--- config.mk ---
export PLATFORM = sky130hd
export DESIGN_NAME = pipelined_adder
export DESIGN_NICKNAME = d
export VERILOG_FILES = /design/src/rtl/pipelined_adder.sv
export SDC_FILE = /design/constraint.sdc
export NUM_CORES = 1
export LEC_CHECK = 0
export ABC_AREA = 1
export CELL_PAD_IN_SITES_DETAIL_PLACEMENT = 0
export CELL_PAD_IN_SITES_GLOBAL_PLACEMENT = 1
export CORE_MARGIN = 2
export CORE_UTILIZATION = 30
export CTS_BUF_LIST = sky130_fd_sc_hd__clkbuf_4 sky130_fd_sc_hd__clkbuf_8 sky130_fd_sc_hd__clkbuf_16
export CTS_CLUSTER_SIZE = 40
export DETAILED_ROUTE_END_ITERATION = 8
export GPL_ROUTABILITY_DRIVEN = 0
export PLACE_DENSITY = 0.57
export SKIP_CTS_REPAIR_TIMING = 1
export SYNTH_ARGS = -nofsm -noshare
export SYNTH_HDL_FRONTEND = slang
export SYNTH_SLANG_ARGS = --single-unit
--- constraint.sdc ---
create_clock -name clk -period 2.1 [get_ports clk]
set_input_delay 0.21 -clock clk [delete_from_list [all_inputs] [get_ports clk]]
set_output_delay 0.21 -clock clk [all_outputs]
set_load 0.005 [all_outputs]
--- src/rtl/pipelined_adder.sv ---
// pipelined_adder
//   Carry-chained adder split into STAGES equal chunks of CW = WIDTH/STAGES
//   bits. Stage k adds chunk k of the operands plus the carry registered by
//   stage k-1, and passes the not-yet-added upper operand chunks forward.
//   All stages advance together under a single enable. That enable is low
//   only while the output holds a result the consumer has not taken, so
//   bubbles are kept in place rather than collapsed.
//
//   Optional feature: define PIPE_ADDER_SAT_EN to saturate sum to the signed
//   limit on signed overflow. cout and of keep their unsaturated values.
//
// Parameters
//   WIDTH     operand/sum width (default 32)
//   STAGES    pipeline depth, WIDTH % STAGES == 0 (default 4)
// Ports
//   clk       rising-edge clock
//   rst_n     asynchronous active-low reset
//   a, b      operands (two's complement)
//   cin       carry-in
//   in_valid  / in_ready   input handshake (in_ready = advance enable)
//   sum       result, cout unsigned carry-out, of signed overflow
//   out_valid / out_ready  output handshake
module pipelined_adder #(
  parameter int WIDTH  = 32,
  parameter int STAGES = 4
) (
  input  logic             clk,
  input  logic             rst_n,
  input  logic [WIDTH-1:0] a,
  input  logic [WIDTH-1:0] b,
  input  logic             cin,
  input  logic             in_valid,
  output logic             in_ready,
  output logic [WIDTH-1:0] sum,
  output logic             cout,
  output logic             of,
  output logic             out_valid,
  input  logic             out_ready
);

  localparam int CW = WIDTH / STAGES;

  // Per-stage registers: forwarded operands, partial sum, carry, valid.
  logic [WIDTH-1:0]  a_q [STAGES];
  logic [WIDTH-1:0]  a_d [STAGES];
  logic [WIDTH-1:0]  b_q [STAGES];
  logic [WIDTH-1:0]  b_d [STAGES];
  logic [WIDTH-1:0]  s_q [STAGES];
  logic [WIDTH-1:0]  s_d [STAGES];
  logic [STAGES-1:0] c_q, c_d;
  logic [STAGES-1:0] v_q, v_d;
  logic              of_q, of_d;

  logic              en;
  logic [WIDTH-1:0]  op_a, op_b, part_s;
  logic              carry_in, valid_in;
  logic [CW:0]       chunk;
  logic              msb_carry_in;

  always_comb begin
    en           = !v_q[STAGES-1] || out_ready;
    op_a         = '0;
    op_b         = '0;
    part_s       = '0;
    carry_in     = 1'b0;
    valid_in     = 1'b0;
    chunk        = '0;
    c_d          = '0;
    v_d          = '0;
    for (int unsigned k = 0; k < STAGES; k++) begin
      if (k == 0) begin
        op_a     = a;
        op_b     = b;
        part_s   = '0;
        carry_in = cin;
        valid_in = in_valid;
      end else begin
        op_a     = a_q[k-1];
        op_b     = b_q[k-1];
        part_s   = s_q[k-1];
        carry_in = c_q[k-1];
        valid_in = v_q[k-1];
      end
      chunk = {1'b0, op_a[k*CW +: CW]} + {1'b0, op_b[k*CW +: CW]}
            + {{CW{1'b0}}, carry_in};
      a_d[k]              = op_a;
      b_d[k]              = op_b;
      s_d[k]              = part_s;
      s_d[k][k*CW +: CW]  = chunk[CW-1:0];
      c_d[k]              = chunk[CW];
      v_d[k]              = valid_in;
    end
    // After the loop op_a/op_b/chunk describe the last stage, which owns the
    // MSB: the carry into the MSB is recovered from its sum bit.
    msb_carry_in = op_a[WIDTH-1] ^ op_b[WIDTH-1] ^ chunk[CW-1];
    of_d         = msb_carry_in ^ chunk[CW];
`ifdef PIPE_ADDER_SAT_EN
    if (of_d) begin
      s_d[STAGES-1] = op_a[WIDTH-1] ? {1'b1, {(WIDTH-1){1'b0}}}
                                    : {1'b0, {(WIDTH-1){1'b1}}};
    end
`endif
  end

  always_ff @(posedge clk or negedge rst_n) begin
    if (!rst_n) begin
      for (int unsigned k = 0; k < STAGES; k++) begin
        a_q[k] <= '0;
        b_q[k] <= '0;
        s_q[k] <= '0;
      end
      c_q  <= '0;
      v_q  <= '0;
      of_q <= 1'b0;
    end else if (en) begin
      for (int unsigned k = 0; k < STAGES; k++) begin
        a_q[k] <= a_d[k];
        b_q[k] <= b_d[k];
        s_q[k] <= s_d[k];
      end
      c_q  <= c_d;
      v_q  <= v_d;
      of_q <= of_d;
    end
  end

  assign in_ready  = en;
  assign sum       = s_q[STAGES-1];
  assign cout      = c_q[STAGES-1];
  assign of        = of_q;
  assign out_valid = v_q[STAGES-1];

endmodule

After elaboration in Yosys (flattened, before gate mapping)
Index checks and enable logic that the tools add are counted.

Add/subtract/negate cells: 8. Bitwise operators: 3. Mux-type cells: 0. Divide/modulo/power cells: 0. Multiply operators: 0. Reductions and logical operators: 2. Equality and inequality tests: 0. Shift operators: 0. $lt $le $gt $ge: 0.

Operator list (count): adder 8 x 8 -> 9 bit (4); adder 9 x 1 -> 9 bit (4); XOR 1 bit (3); logical NOT 1 bit (1); logical OR 1 bit (1).

Output and inout bits: 36. Bits in latches: 0. Register bits after elaboration: 281. Memories kept: 0. Bits in writable memories: 0. Bits in read-only memories: 0. Bits of input ports: 69.

Logic depth before layout (Yosys ltp)
Depth after elaboration: 4. Depth in mapped cells: 11. Gate-level depth less buffers: 11.

Least setup slack after synthesis
Ideal clock, no wire load.

Path kind: register to register. Start: reg a_q, in the netlist a_d[72]. End: reg s_q, in the netlist s_d[44]. Arrival: 1730 ps. Cell stages (with the launch flop): 7. Library setup time: 83 ps. Slack: 287 ps. Data required time: 2017 ps. Path through: dfrtp_1 > fa_1 > fa_1 > and3_1 > o21ai_0 > nand2_1 > o21ai_0.

Longest elaborated chain between the ends: 2.

RTL lines: start: declaration (line 44) `logic [WIDTH-1:0] a_q [STAGES];`; start signal: indexed assignment (line 117) `a_q[k] <= a_d[k];`; adder 8 x 8 -> 9 bit (line 84) `chunk = {1'b0, op_a[k*CW +: CW]} + {1'b0, op_b[k*CW +: CW]}`; adder 9 x 1 -> 9 bit (line 85) `+ {{CW{1'b0}}, carry_in};`; end signal: indexed assignment (line 119) `s_q[k] <= s_d[k];`; end: declaration (line 48) `logic [WIDTH-1:0] s_q [STAGES];`.

No other way between the ends. A chain may end at the register's enable or synchronous reset.

Final worst setup path
Start: reg a_q, in the netlist a_d[72]. End: reg c_q[1].

Longest elaborated chain between the ends: 2.

RTL lines: adder 8 x 8 -> 9 bit (line 84); adder 9 x 1 -> 9 bit (line 85); end signal: assignment (line 112) `c_q <= '0;`; end signal: assignment (line 121) `c_q <= c_d;`; end: declaration (line 50) `logic [STAGES-1:0] c_q, c_d;`.

No other way between the ends.

==> impl_results.md <==
- Status: finished, final reports clean
- Starting Density: 0.303
- Fin nets: 1160
- Initial antenna violation count: 0
- Post-synthesis sequential element count: 185
- Clock sink count: 185
- Max-cap violations: 0
- Most common cell in the synthesized netlist: nand2_1
- Warnings from Yosys: 0
- Dpl cells: 1413
- WS Path Type: flop to flop
- Library cells used by synthesis: 29
- Slew headroom: 0.697
- Gr usage total: 0.135
- Worst Reg2Reg Path Length in Cells: 6
- Crit path launch type: flop
- Sequential element share of the synthesized area: 0.551
- Area Overhead vs Synth: 23.4%
- Clk root buf: clkbuf_16
- Least-Margin Pin Slew: 0.454 ns
- Post-Syn Area: 0.00841 mm²
- Syn_area_per_cell: 8.81 µm²
- Largest area contributor in the netlist: dfrtp_1
- Post-synth EDFFs: 0
- Critical Path AT: 2.24 ns
- I/O pins: 105
- Initial drt markers: 301
- CP max FO: 4
- Primary FF master, synth: dfrtp_1
- CTS clk-pin slew, worst paths: 0.08 ns
- Static Leak: 0.00509 µW
- Detailed-route via count: 6100
- Buffer levels on the longest clock path: 2
- Layout cell share with drive strength beyond 1: 0.0590
- Max Clock Skew: 0.0164 ns
- Clock power share: 0.212
- Die width: 171 µm
- CTS tree: built
- Peak VDD IR: 533 µV
- DRT antenna net count: 0
- Worst-Skew Late Latency: 0.44 ns
- Post-synth top cells: nand2_1 (388), dfrtp_1 (185), o21ai_0 (99), inv_1 (85)
- Post-detail-place hpwl: 12600 µm
- Routed wire per std cell: 12.6 µm
- Pwr dens: 1420 mW/mm²
- Final WL: 18200 µm
- Net Switching: 5540 µW
- Port Buffers: 104
- Finished Layout Cells: 1445
- Required time of the critical path: 2.41 ns
- Core Box Area: 0.0277 mm²
- Overall Power: 14700 µW
- Pre-antenna DRT Iters: 4
- P_int: 9150 µW
- Crit share post-route: 0.918
- Filler Cell Count: 2881
- Setup TNS: 0 ns
- Synth top area cells: dfrtp_1 (55%), nand2_1 (17%), o21ai_0 (5.9%)
- Gate power share: 0.388
- First-pass GRT wire length: 31300 µm
- Share of the synthesized area in the top cell type: 0.551
- Die height: 171 µm
- DRC Markers: 0
- Crit path time final: 1.93 ns
- Post-synth ARST share: 1.00
- H-tree levels: 4
- Pin count of the biggest net entering global routing: 87
- FMAX: 0.519 GHz
- Gate count after technology mapping: 954
- Syn_nets: 1059
- Cts bufs inserted: 17
- Fin. max-slew vios: 0
- Final setup fails: 0
- Final Hold Viols: 0
- Reg2Reg Launch Point: a_d[72]
- Reg-to-reg endpoint: c_q[1]
- Switch share: 0.377
- R2R Setup Slk: 0.17 ns
- # diodes: 0
- Vias per cell: 4.22
- Die ar.: 0.0294 mm²
- Core Rows: 61
- Reg power frac: 0.401
- GRT Residual Overflow: 0
- RSZ-0062 raised after global routing: no
- Critical path capture point type: flop
- Hold Crit Class: primary input to async pin
- Number of global-route vias before repair: 6168
==> through the flow <==
step	instance area, µm²	utilization	setup WS [ns]	hold slack (ns)
after floorplan	8410	-	0.287	-0.0856
after global placement	9800	0.354	-0.0810	0.210
after detailed placement	9800	0.354	-0.0774	0.209
after CTS	10400	0.374	0.132	-0.274
after global routing	10400	0.374	0.0257	0.293
final	10400	0.374	0.172	0.281
==> worst max-delay path by stage <==
| stage | startpoint | endpoint | cells after the start |
|---|---|---|---|
| floorplan | a_d[72] | s_d[44] | 6 |
| global placement | a[0] | s_d[68] | 7 |
| detailed placement | a[0] | s_d[68] | 7 |
| CTS | a_d[72] | c_q[1] | 6 |
| global route | a_d[72] | s_d[44] | 6 |
| finish | a_d[72] | c_q[1] | 6 |
==> placed cells by master, fill, tap and decap left out, drive strengths merged <==
master         instances
o21ai                121
inv                   93
nand3b                 6
xnor2                  2
nand3                 21
and3                   3
clkdlybuf4s50        103
nor3                   4
a21oi                 16
clkinv                 4
or2                    4
buf                   17
and2                   1
nand2                388
clkbuf                19
a21o                   1
dfrtp                185
xor2                   3
nor2                  29
o211ai                 1
nand4                  6
dlygate4sd3            1
fa                     8
ha                    28
clkinvlp               2
o22ai                  1
==> layer usage <==
layer  routed length, µm  vias to the layer above  global-route usage
met1                9790                     2803               0.198
li1                    -                     3202                   -
met2                7670                       78               0.198
met4                 235                        0              0.0431
met3                 543                       17              0.0258
met5                   0                        -                   0
==> critical path, cell delays in order, from the launching register on <==
cell and delay (ns):
dfrtp_1 0.40, fa_1 0.47, fa_1 0.43, nand4_1 0.13, nand3_1 0.10, a21oi_1 0.22, nor2_1 0.06
==> cells by family (layout without fill, tap and decap cells) <==
logic type | after synthesis | after routing | synth area share
simple gates | 462 | 462 | 0.218
flops | 185 | 185 | 0.551
compound gates | 140 | 140 | 0.0893
buf+inv | 126 | 239 | 0.0764
fa+ha+maj | 36 | 36 | 0.0607
xor+xnor | 5 | 5 | 0.00521
==> power groups by stage <==
stage	Combinational (µW)	Clock, µW	Sequential (µW)
after CTS	5860	3220	5910
after global placement	5790	0	5940
after floorplan	3930	0	5790
after detailed placement	5830	0	5970
after global routing	6720	3370	6100
final	5690	3110	5880
==> final cells by class <==
class	count	area (µm²)	share of cell area
Clock buffer	18	433	0.0417
Clock inverter	13	129	0.0124
Inverter	86	328	0.0316
Multi-Input combinational cell	643	3140	0.302
Sequential cell	185	4630	0.446
Tap cell	378	473	0.0456
Timing Repair Buffer	122	1240	0.120
==> state kept, by name, summed over array words and instances, names as in the netlist, 8 cells and up <==
register  count
part_s       24
op_a          8
op_b          8
b_d          40
sum          32
a_d          40
s_d          24
(Power assumes the default switching activity.)
==> patch 1, RTL diff (same flow settings) <==
Reset style: synchronous (`rst_n`), changed in one clocked block. Comments in the files are not updated.
--- a/src/rtl/pipelined_adder.sv
+++ b/src/rtl/pipelined_adder.sv
@@ -103,5 +103,5 @@
   end
 
-  always_ff @(posedge clk or negedge rst_n) begin
+  always_ff @(posedge clk) begin
     if (!rst_n) begin
       for (int unsigned k = 0; k < STAGES; k++) begin
Check against the original RTL: differs if rst_n is asserted again (counterexample within 10 cycles, from zero or initial values and one cycle with rst_n low); with rst_n held inactive, the same outputs for 10 cycles.
==> patch 1 against the unedited design <==
Clock skew is 0.0069 ns lower. Sequential share of layout area rose by 7.2 points. Sequential cell count is the same. Final area increased by 1.7%. Wire length fell by 23%. Synthesized cell count decreased by 19%. Global-route usage fell by 3.1 points. Setup slack lost 0.041 ns. Synthesized area shrank 0.73%. Critical path type unchanged. Highest routed layer unchanged.
Power is not compared: it rests on default switching activity, and its combinational part moved more than twofold at a synthesized area within 25%.
==> patch 1: results (changes against the unedited design) <==
post-synthesis sequential area ratio 0.655 (+0.104); HP Class in2reg; number of synthesized flops with an enable pin 176 (+176); ys flop type edfxtp_1; Async SR Flop Fraction 0 (-1.00); Max-slew headroom 0.792 (+0.0945); Post-DP HPWL 9330 um (-26%); Crit path arrival time 2.16 ns (-0.08 ns); drt total wl 14000 um (-23%); Critical Path Slowest Stage Cell fa_2; total track usage 0.103 (-0.0313); DP Worst Slack -0.153 ns (-0.0757 ns); synth cell count leaders inv_1, nor2_1, edfxtp_1, nand2_1, a21oi_1; DR vias/cell 3.95 (-6.5%); largest stage delay on the critical path 0.42 ns (-0.05 ns); Syn Nets 882 (-17%); worst clock skew 0.00954 ns (-0.00687 ns); layout cells sized above 1 0.0682 (+0.00916); Worst-Skew Late Latency 0.42 ns (-0.02 ns); largest net degree at the start of global routing 55 (-37%); outcome completed; vias in the first global route 4931 (-20%); filler instances 2749 (-4.6%); post-synthesis cell type count 24 (-17%); Final #Nets 1001 (-14%)
[patch 1: changes by cell type after synthesis, sizes merged, moves of 106 or more]
cell and change:
nand2 -316, nor2 +151, o21ai -106, dfrtp -185, inv +106, edfxtp +176
[patch 1: worst min-delay path, stage by stage]
cell and delay, ns:
clkdlybuf4s50_1 0.41, nand2_1 0.06, o21ai_1 0.05
[patch 1: report_power, final]
| group | switching [uW] | internal (uW) | total [uW] |
|---|---|---|---|
| Sequential | 66.6 | 4270 | 4330 |
| Clock | 1500 | 1810 | 3300 |
| Combinational | 363 | 357 | 720 |
[patch 1: stage by stage]
| stage | total power, uW | area [sq um] | std cells |
|---|---|---|---|
| after floorplan | 4830 | 8350 | 777 |
| after global placement | 5150 | 9920 | 1255 |
| after detailed placement | 5150 | 9920 | 1255 |
| after CTS | 8480 | 10500 | 1287 |
| after global routing | 8760 | 10500 | 1287 |
| final | 8360 | 10500 | 1287 |
[patch 1: final timing paths]
path	startpoint	to	slack (ns)	cells after the start
setup / recovery	a_q[0][8]$_SDFFCE_PN0P_	s_q[1][14]$_SDFFCE_PN0P_	0.13	8
hold / removal	in_valid	v_q[0]$_SDFFE_PN0P_	0.35	3
setup reg to reg	a_q[0][8]$_SDFFCE_PN0P_	s_q[1][14]$_SDFFCE_PN0P_	0.13	8
hold reg to reg	v_q[0]$_SDFFE_PN0P_	v_q[0]$_SDFFE_PN0P_	0.46	2
[patch 1: cell type report]
cell class                      count  area [sq um]  area share
Inverter                          192           729      0.0692
Multi-Input combinational cell    381          2000       0.190
Sequential cell                   185          5470       0.518
Timing Repair Buffer              119          1270       0.120
Clock inverter                     15           180      0.0171
Tap cell                          378           473      0.0449
Clock buffer                       17           425      0.0403
[patch 1: kinds of logic (layout without fill, tap and decap cells)]
kind of cell	count (synthesis)	in the layout	share of synthesized area
adders and majority gates	36	36	0.0612
and+or+nand+nor	276	276	0.132
xor gates and xnor gates	1	1	0.00105
DFF	185	185	0.655
buffers and inverters	211	343	0.107
AOI/OAI and AO/OA	68	68	0.0441
[patch 1: routing by layer]
layer  vias up  wire length [um]  global-route usage
met1      2304              6840               0.134
met5         -                 0                   0
li1       2682                 -                   -
met2        83              6530               0.170
met4         0               154              0.0334
met3        10               522              0.0259
==> patch 2, RTL diff (config.mk and constraints unchanged) <==
Without the edit above. Build with the macro `PIPE_ADDER_SAT_EN` defined.
--- a/src/rtl/pipelined_adder.sv
+++ b/src/rtl/pipelined_adder.sv
@@ -21,4 +21,6 @@
 //   sum       result, cout unsigned carry-out, of signed overflow
 //   out_valid / out_ready  output handshake
+`define PIPE_ADDER_SAT_EN
+
 module pipelined_adder #(
   parameter int WIDTH  = 32,
Check against the original RTL: not equivalent (Yosys sat finds a counterexample within 10 cycles, from zero or initial values and one cycle with rst_n low).
==> patch 2 against the unedited design <==
The flow now finishes with violations (negative setup slack). Setup slack worse by 0.38 ns. Total power up 20%. Sequential cell count unchanged. Synthesized area up 2.4%. Wire length up 7.1%. Final area up 5.6%. Clock power up 6%. Clock skew about the same.
==> patch 2: results (changes against the unedited design) <==
Reg2Reg Capture Point sum[8]$_DFFE_PN0P_; outcome finished, violations left; ranking of synthesized cells by area dfrtp_1, nand2_1, o21ai_0; R2R setup slack -0.21 ns (-0.38 ns); Power Dens Cells 1610 nW/um^2 (+14%); synth cell count leaders nand2_1, dfrtp_1, o21ai_0, inv_1, nand3_1; Post-DP HPWL 13000 um (+3.2%); final setup margin -0.206 ns (-0.378 ns); violated checks negative setup slack; final setup TNS -5.56 ns (-5.56 ns); Final #Nets 1233 (+6.3%); DP Area 10200 sq um (+3.6%); Crit path arrival time 2.62 ns (+0.38 ns); Top delay family on crit path simple AND/OR/NAND/NOR gates; largest stage delay on the critical path 0.41 ns (-0.06 ns); post-synthesis sequential area ratio 0.538 (-0.0127); total track usage 0.136 (+0.00149); final hold slack 0.242 ns (-0.0394 ns); Syn Nets 1127 (+6.4%); drt total wl 19500 um (+7.1%); vias in the first global route 6509 (+5.5%); Worst-Margin Slew 0.600 ns (+0.147 ns); multi-input gate count 712 (+11%); syn_area_per_cell 8.42 sq um (-4.4%); DRT iter0 DRCs 393 (+31%); layout cells sized above 1 0.0903 (+0.0312); Max Cap Viol 0 (unchanged); largest net degree at the start of global routing 106 (+22%); Seq area share 0.423 (-0.0236); Final Setup Violations 32 (+32); clk cell area share 0.0546 (+0.000448); worst clock skew 0.0167 ns (+0.000275 ns); crit path max fanout 8 (+4); Non-clock inverters 77 (-10%); post-synthesis cell type count 27 (-6.9%); Routed wire per std cell 12.8 um (+1.4%); RR Startpoint op_a[24]$_DFFE_PN0P_
## patch 2: cell types whose count changed after synthesis, sizes merged, moves of 17 or more
cell / delta
o21ai: -40
clkbuf: +17
nand2: +90
nand3: +33
nor2: -20
## patch 2: routing by layer
layer  vias to the layer above  wire [um]  global-route usage  share of wire
met4                         0         95              0.0399         0.0049
met5                         -          0                   0              0
met1                      2903      10900               0.216           0.56
met3                         4        565              0.0243          0.029
met2                        84       8000               0.186           0.41
li1                       3423          -                   -              -
## patch 2: worst max-delay path by stage
stage | depth (start not counted) | slack, ns | start | to
global placement | 12 | -0.19 | op_a[24]$_DFFE_PN0P_ | sum[25]$_DFFE_PN0P_
detailed placement | 12 | -0.21 | op_a[24]$_DFFE_PN0P_ | sum[8]$_DFFE_PN0P_
global route | 13 | -0.33 | op_a[24]$_DFFE_PN0P_ | sum[22]$_DFFE_PN0P_
finish | 13 | -0.21 | op_a[24]$_DFFE_PN0P_ | sum[8]$_DFFE_PN0P_
floorplan | 13 | 0.001 | op_a[24]$_DFFE_PN0P_ | sum[0]$_DFFE_PN0P_
CTS | 12 | -0.21 | op_a[24]$_DFFE_PN0P_ | sum[8]$_DFFE_PN0P_
## patch 2: cells by family (layout without fill, tap and decap cells)
logic type,count (synthesis),in the layout,share of synthesized area
simple gates,552,552,0.257
compound gates,107,107,0.0656
xor+xnor,17,17,0.0173
flops,185,185,0.538
buf+inv,125,244,0.0624
fa+ha+maj,36,36,0.0593
## patch 2: power by group
part	switching (uW)	internal, uW	total, uW
registers	896	5160	6050
clock network	1470	1820	3290
logic	4680	3650	8330
total	7050	10600	17700
